### src/rtl/harmonic_seq.sv
// Harmonic mixer sequencer: requests up to three harmonics from a source,
// scales and sums them, and emits one saturated sample per codec request.
module harmonic_seq (
  input  logic               clk,
  input  logic               reset,
  input  logic               weight_button,
  input  logic               generate_next,
  input  logic               h_valid,
  input  logic signed [15:0] h_sample,
  output logic               h_req,
  output logic [1:0]         h_sel,
  output logic [1:0]         weight,
  output logic signed [15:0] sample_out,
  output logic               sample_ready,
  output logic               busy,
  output logic               overrun
);

  typedef enum logic [1:0] {IDLE = 2'd0, REQ = 2'd1, WAIT = 2'd2, DONE = 2'd3} state_t;

  state_t             r_state, w_state_nxt;
  logic [1:0]         r_weight, r_mode, r_sel;
  logic signed [17:0] r_acc, w_ext, w_gain, w_sum;
  logic signed [15:0] r_out, w_sat;
  logic               r_ovr;
  logic               w_last;

  assign w_ext  = {{2{h_sample[15]}}, h_sample};
  assign w_sum  = r_acc + w_gain;
  assign w_last = (r_sel == r_mode);

  always_comb begin
    w_gain = w_ext;
    case (r_sel)
      2'd1:    w_gain = w_ext >>> 1;
      2'd2:    w_gain = w_ext >>> 2;
      default: w_gain = w_ext;
    endcase
  end

  // Worst case |sum| is 1.75 * 2^15, so 18 bits never wrap before clamping.
  always_comb begin
    w_sat = w_sum[15:0];
    if (w_sum > 18'sd32767)
      w_sat = 16'sh7fff;
    else if (w_sum < -18'sd32768)
      w_sat = 16'sh8000;
  end

  always_ff @(posedge clk) begin
    if (reset) r_state <= IDLE;
    else       r_state <= w_state_nxt;
  end

  always_comb begin
    w_state_nxt = r_state;
    case (r_state)
      IDLE:    if (generate_next) w_state_nxt = REQ;
      REQ:     w_state_nxt = WAIT;
      WAIT:    if (h_valid) w_state_nxt = w_last ? DONE : REQ;
      DONE:    w_state_nxt = IDLE;
      default: w_state_nxt = IDLE;
    endcase
  end

  always_ff @(posedge clk) begin
    if (reset) begin
      r_weight <= 2'd0;
      r_mode   <= 2'd0;
      r_sel    <= 2'd0;
      r_acc    <= 18'sd0;
      r_out    <= 16'sd0;
      r_ovr    <= 1'b0;
    end else begin
      if (weight_button)
        r_weight <= (r_weight == 2'd2) ? 2'd0 : r_weight + 2'd1;
      if (generate_next && r_state != IDLE)
        r_ovr <= 1'b1;
      case (r_state)
        IDLE: if (generate_next) begin
          r_acc  <= 18'sd0;
          r_sel  <= 2'd0;
          r_mode <= r_weight;
        end
        // Result is registered on the way into DONE so it is visible with the pulse.
        WAIT: if (h_valid) begin
          r_acc <= w_sum;
          if (w_last) r_out <= w_sat;
          else        r_sel <= r_sel + 2'd1;
        end
        default: ;
      endcase
    end
  end

  assign h_req        = (r_state == REQ);
  assign h_sel        = r_sel;
  assign weight       = r_weight;
  assign sample_out   = r_out;
  assign sample_ready = (r_state == DONE);
  assign busy         = (r_state != IDLE);
  assign overrun      = r_ovr;

endmodule

### config.mk
export PLATFORM = sky130hd
export DESIGN_NAME = harmonic_seq
export DESIGN_NICKNAME = d
export VERILOG_FILES = /design/src/rtl/harmonic_seq.sv
export SDC_FILE = /design/constraint.sdc
export NUM_CORES = 1
export LEC_CHECK = 0
export ABC_AREA = 0
export BUFFER_PORTS_ARGS = -buffer_cell sky130_fd_sc_hd__buf_2
export CORE_MARGIN = 4
export CORE_UTILIZATION = 55
export CTS_CLUSTER_DIAMETER = 200
export DETAILED_ROUTE_END_ITERATION = 12
export PLACE_DENSITY_LB_ADDON = 0.3
export SLEW_MARGIN = 20
export SYNTH_ARGS = -nofsm -noshare
export SYNTH_HDL_FRONTEND = slang
export SYNTH_SLANG_ARGS = --single-unit
### constraint.sdc
create_clock -name clk -period 5.15 [get_ports clk]
set_clock_uncertainty 0.15 [all_clocks]
set_input_delay 1.03 -clock clk [delete_from_list [all_inputs] [get_ports clk]]
set_output_delay 1.03 -clock clk [all_outputs]
set_load 0.005 [all_outputs]
Word-level counts from Yosys, hierarchy flattened
Cells that the tools add are included.

Register bits: 43. Output and inout bits: 24. Word-level logic and storage cells: 46.

Add/subtract/negate cells: 3. Order comparisons: 2. Equality and inequality tests: 10. Mux-type cells: 15. Reduce and logical (&&, ||, !) cells: 9.

Operators by type and width (number): 18-bit two-way mux (2); 18-bit case mux with 2 select lines (1); 16-bit two-way mux (2); 15-bit case mux with 2 select lines (1); 18-bit by 16-bit adder with 18-bit output (1); 18-bit by 16-bit greater-than comparator with 1-bit output, second input constant (1); 18-bit by 16-bit less-than comparator with 1-bit output, second input constant (1); 2-bit two-way mux (7); 2-bit == test, second input constant (4); 2-bit case mux with 4 select lines (1); 2-bit != test, second input constant (3); 3-bit AND reduction (2); 2-bit by 1-bit adder with 2-bit output, second input constant (2); 2-bit by 1-bit == test with 1-bit output, second input constant (2); 2-bit case mux with 2 select lines (1); 2-bit AND reduction (2); 4-bit AND reduction (1); 2-bit nonzero test (2); 2-bit == test (1); 2-bit logical NOT (1); 1-bit logical AND (1).

Longest topological paths before layout
Word-level depth: 6. Gate-level depth with buffers: 15.

Least setup slack after synthesis
No wires, ideal clock.

Kind: input to register. Start point: input port h_sample[2]. End point: register r_out[7] (netlist: sample_out[7]). Library setup time: 0.074 ns. Arrival time: 3.642 ns. Data required time: 4.926 ns. Path slack: 1.284 ns. Stages on the path: 12. Cell sequence: a22oi_1 o21ai_0 ha_1 fa_1 a211o_1 a211o_1 a2111oi_4 a211o_2 nor4_2 or3_4 buf_6 a31oi_2.

Longest elaborated chain between the ends: 5.

RTL lines: start, declared (line 9) `input logic signed [15:0] h_sample,`; 15-bit case mux with 2 select lines * (line 34) `case (r_sel)`; 18-bit by 16-bit adder with 18-bit output * (line 29) `assign w_sum = r_acc + w_gain;`; 18-bit by 16-bit less-than comparator with 1-bit output (line 46) `else if (w_sum < -18'sd32768)`; 16-bit two-way mux (line 46); 16-bit two-way mux * (line 44) `if (w_sum > 18'sd32767)`; end signal, assigned (line 88) `if (w_last) r_out <= w_sat;`; end, declared (line 24) `logic signed [15:0] r_out, w_sat;`.

Every way passes the cells marked *; elsewhere a longest branch is shown, timed or not. A chain may end at the register's enable or synchronous reset.

Worst setup path in the final report
Start point: register r_sel[0] (netlist: h_sel[0]). End point: register r_out[14] (netlist: sample_out[14]).

Longest elaborated chain between the ends: 6.

RTL lines: start, declared (line 22) `logic [1:0] r_weight, r_mode, r_sel;`; start signal, assigned (line 89) `else r_sel <= r_sel + 2'd1;`; 2-bit == test / 2-bit by 1-bit == test with 1-bit output (equally long branches) (line 34); 15-bit case mux with 2 select lines (line 34); 18-bit by 16-bit adder with 18-bit output (line 29); 18-bit by 16-bit less-than comparator with 1-bit output (line 46); 16-bit two-way mux (line 46); 16-bit two-way mux (line 44).

Several ways; a longest one is shown, not always the timed one.

==> flow_metrics.py <==
metrics = {
    "synthesis": {
        "yosysTopAreaCell": "dfxtp_1",
        "synth.area.top_cells": "dfxtp_1 (29%), ha_1 (8.0%), a22oi_1 (7.3%)",
        "synth-seq-cells": 43,
        "yosysWarningCount": 0,
        "synth.distinct_cells": 56,
        "syn_avg_cell_area_um2": 7.78,
        "synth_cells": 381,
        "yosysSeqAreaShare_pct": 29.1,
        "syn-num-nets": 422,
        "synth_edf_count": 0,
        "synthFlopType": "dfxtp_1",
        "synth.cell_area_um2": 2960,
        "ys_async_sr_fraction_pct": 0,
        "yosysTopAreaCellShare_pct": 29.1,
    },
    "power_and_ir_drop": {
        "p_leak_nw": 1.41,
        "ir_drop_uv": 139,
        "pwr_density_cell_nw_per_um2": 257,
    },
    "drt": {
        "drc_errors": 0,
        "wl_per_cell_um": 15.3,
        "routed_wl_um": 7390,
        "dr.pass1.iters": 5,
        "vias": 2841,
        "first_iter_violations": 180,
        "avgViaCountPerCell": 5.87,
        "final_antenna_net_count": 0,
    },
    "timing": {
        "setup_viol": 0,
        "layout_setup_ws_ns": 0.810,
        "fin_tns_setup_ns": 0,
        "hold_viol": 0,
        "period_share_pct": 84.3,
        "fmax_mhz": 230,
        "worstMarginPinSlew_ns": 0.876,
        "rsz0062_at_grt": "no",
        "maxSlewViolCount": 0,
        "slew_headroom_pct": 41.1,
        "layout_min_cycle_time_ns": 4.34,
    },
    "global_route": {
        "grt-ovfl-total": 0,
        "grt_usage_pct": 23.7,
        "grt_max_degree": 34,
        "antenna_found_initial": 0,
        "grt_pass1_wl_um": 12300,
        "grt_pass1_vias": 2633,
    },
    "clock_network": {
        "htreeDepth": 2,
        "cts-root-buf": "clkbuf_8",
        "cts_made_buffers": 5,
        "holdBufCountCts": 0,
        "path_clk_slew_ns": 0.08,
        "cts_resized": 0,
        "post_cts_buffers": 0,
        "cts_tree": "built",
        "clock_latency_ns": 0.30,
        "cts_sinks": 43,
        "clock_path_buffers": 2,
    },
    "die": {
        "initial_core_util_pct": 57.3,
        "fp-row-count": 26,
        "die_area_um2": 6630,
        "dieWidth_um": 81.4,
        "fp.dieH_um": 81.4,
        "io_pins": 45,
        "core_area_um2": 5170,
    },
    "worst_setup_path": {
        "reg2reg_from": "h_sel[0]",
        "path_class": "flop to flop",
        "worst_ep_arrival_time_ns": 4.41,
        "cp-end-kind": "flop",
        "critical_path.max_fanout": 31,
        "crit_start": "h_sel[0]",
        "crit_required_ns": 5.22,
        "cp-start-kind": "flop",
    },
    "final_layout": {
        "drive_gt1_share_pct": 19.6,
        "mostFrequentLayoutCell": "nand2_1",
        "insertedDiodeCount": 0,
        "final_cell_mix": "nand2_1 (58), buf_2 (44), dfxtp_1 (43), nor2_1 (40)",
        "instances_no_fill": 484,
        "nNetsFinal": 455,
        "design_area_um2": 3300,
        "fillers": 467,
        "area_growth_pct": 11.3,
    },
    "worst_hold_path": {
        "worstHoldStart": "sample_out[15]",
        "hp-class": "flop to flop",
    },
    "place": {
        "place_area_um2": 3210,
        "place_hpwl_um": 5510,
        "gp_congestion": 0.925,
        "pre_cts_ws_ns": 0.859,
        "port_buffers": 44,
        "dp.cells": 477,
    },
    "run_status": {
        "status": "completed",
    },
    "job": {
        "maxCapViolCount": 0,
    },
}
[cell families (layout without fill, tap and decap cells)]
group	count (synthesis)	in the layout	share of synthesized area, %
multiplexers	1	1	0.338
adder cells (fa/ha/maj)	20	20	8.70
buffers and inverters	30	63	4.18
XOR/XNOR	15	15	4.43
flip-flops	43	43	29.1
AND/OR/NAND/NOR	142	142	21.7
AO/OA/AOI/OAI	130	130	31.6
[report_power, final]
group          internal [W]  switching, W  total, W
sequential         0.000356     0.0000141  0.000370
combinational     0.0000987      0.000154  0.000253
clock              0.000105      0.000118  0.000224
total              0.000560      0.000287  0.000847
[synth_stat cells (2+ instances only)]
cell type,count
and2_1,3
a31oi_1,2
or2_2,4
a21o_1,4
ha_1,19
nand3_1,7
clkbuf_1,18
nand4_1,2
inv_1,9
and3_1,2
o21ai_0,22
o2bb2ai_1,3
a211oi_1,5
o21a_1,2
nand2_1,58
a21oi_1,29
a22oi_1,29
a211o_1,4
a31oi_2,9
o21ai_1,3
nor2b_1,3
or3_1,2
dfxtp_1,43
nor2_1,40
xnor2_1,7
xor2_1,8
a21oi_2,2
nor4_1,3
a21o_2,2
nand2b_1,2
nor3_1,10
[flip-flops by register name, summed over array words and instances (netlist names)]
name and flops:
r_state 2, sample_out 16, h_sel 2, r_acc 18
r_mode 2, weight 2, overrun 1
[worst max-delay path: stages (launching register included)]
cell and delay (ns):
dfxtp_1 0.41, inv_1 0.07, ha_1 0.76, o21ai_0 0.21, ha_1 0.24, fa_1 0.42, a211o_1 0.34, a211o_1 0.38
a2111oi_4 0.32, a211o_2 0.18, o22ai_1 0.11, a31o_1 0.44, a31oi_2 0.22
[through the flow]
| step | hold slack (ns) | total power [W] | util, % |
|---|---|---|---|
| final | 0.304 | 0.000847 | 63.7 |
| after global routing | 0.347 | 0.000897 | 63.7 |
| after CTS | 0.307 | 0.000850 | 63.7 |
| after detailed placement | 0.295 | 0.000628 | 62.0 |
| after global placement | 0.293 | 0.000624 | 62.0 |
| after floorplan | 0.298 | 0.000554 | - |
[path summary, 6_finish.rpt]
check             cells past startpoint  slack (ns)        endpoint
setup / recovery                     12        0.81  sample_out[14]
hold / removal                        2        0.30  sample_out[15]
setup reg to reg                     12        0.81  sample_out[14]
hold reg to reg                       2        0.30  sample_out[15]
[routing by layer]
metal | wire (um) | global-route usage [%] | part of all wire [%] | up-vias
met5 | 0 | 0 | 0 | -
met4 | 252 | 9.46 | 3.4 | 0
met3 | 445 | 3.99 | 6.0 | 24
met2 | 3290 | 38.4 | 45 | 89
met1 | 3400 | 31.2 | 46 | 1282
li1 | - | - | - | 1446
[area by class of cell]
| cell class | count | area [um2] | area share (%) |
|---|---|---|---|
| tap | 70 | 87.6 | 2.66 |
| clock buffer | 6 | 82.6 | 2.50 |
| inverter | 9 | 33.8 | 1.02 |
| multi-input combinational | 308 | 1980 | 60.2 |
| timing repair buffer | 47 | 243 | 7.36 |
| clock inverter | 1 | 5.00 | 0.152 |
| sequential | 43 | 861 | 26.1 |
Note: power is estimated with default switching activity, not from simulation.
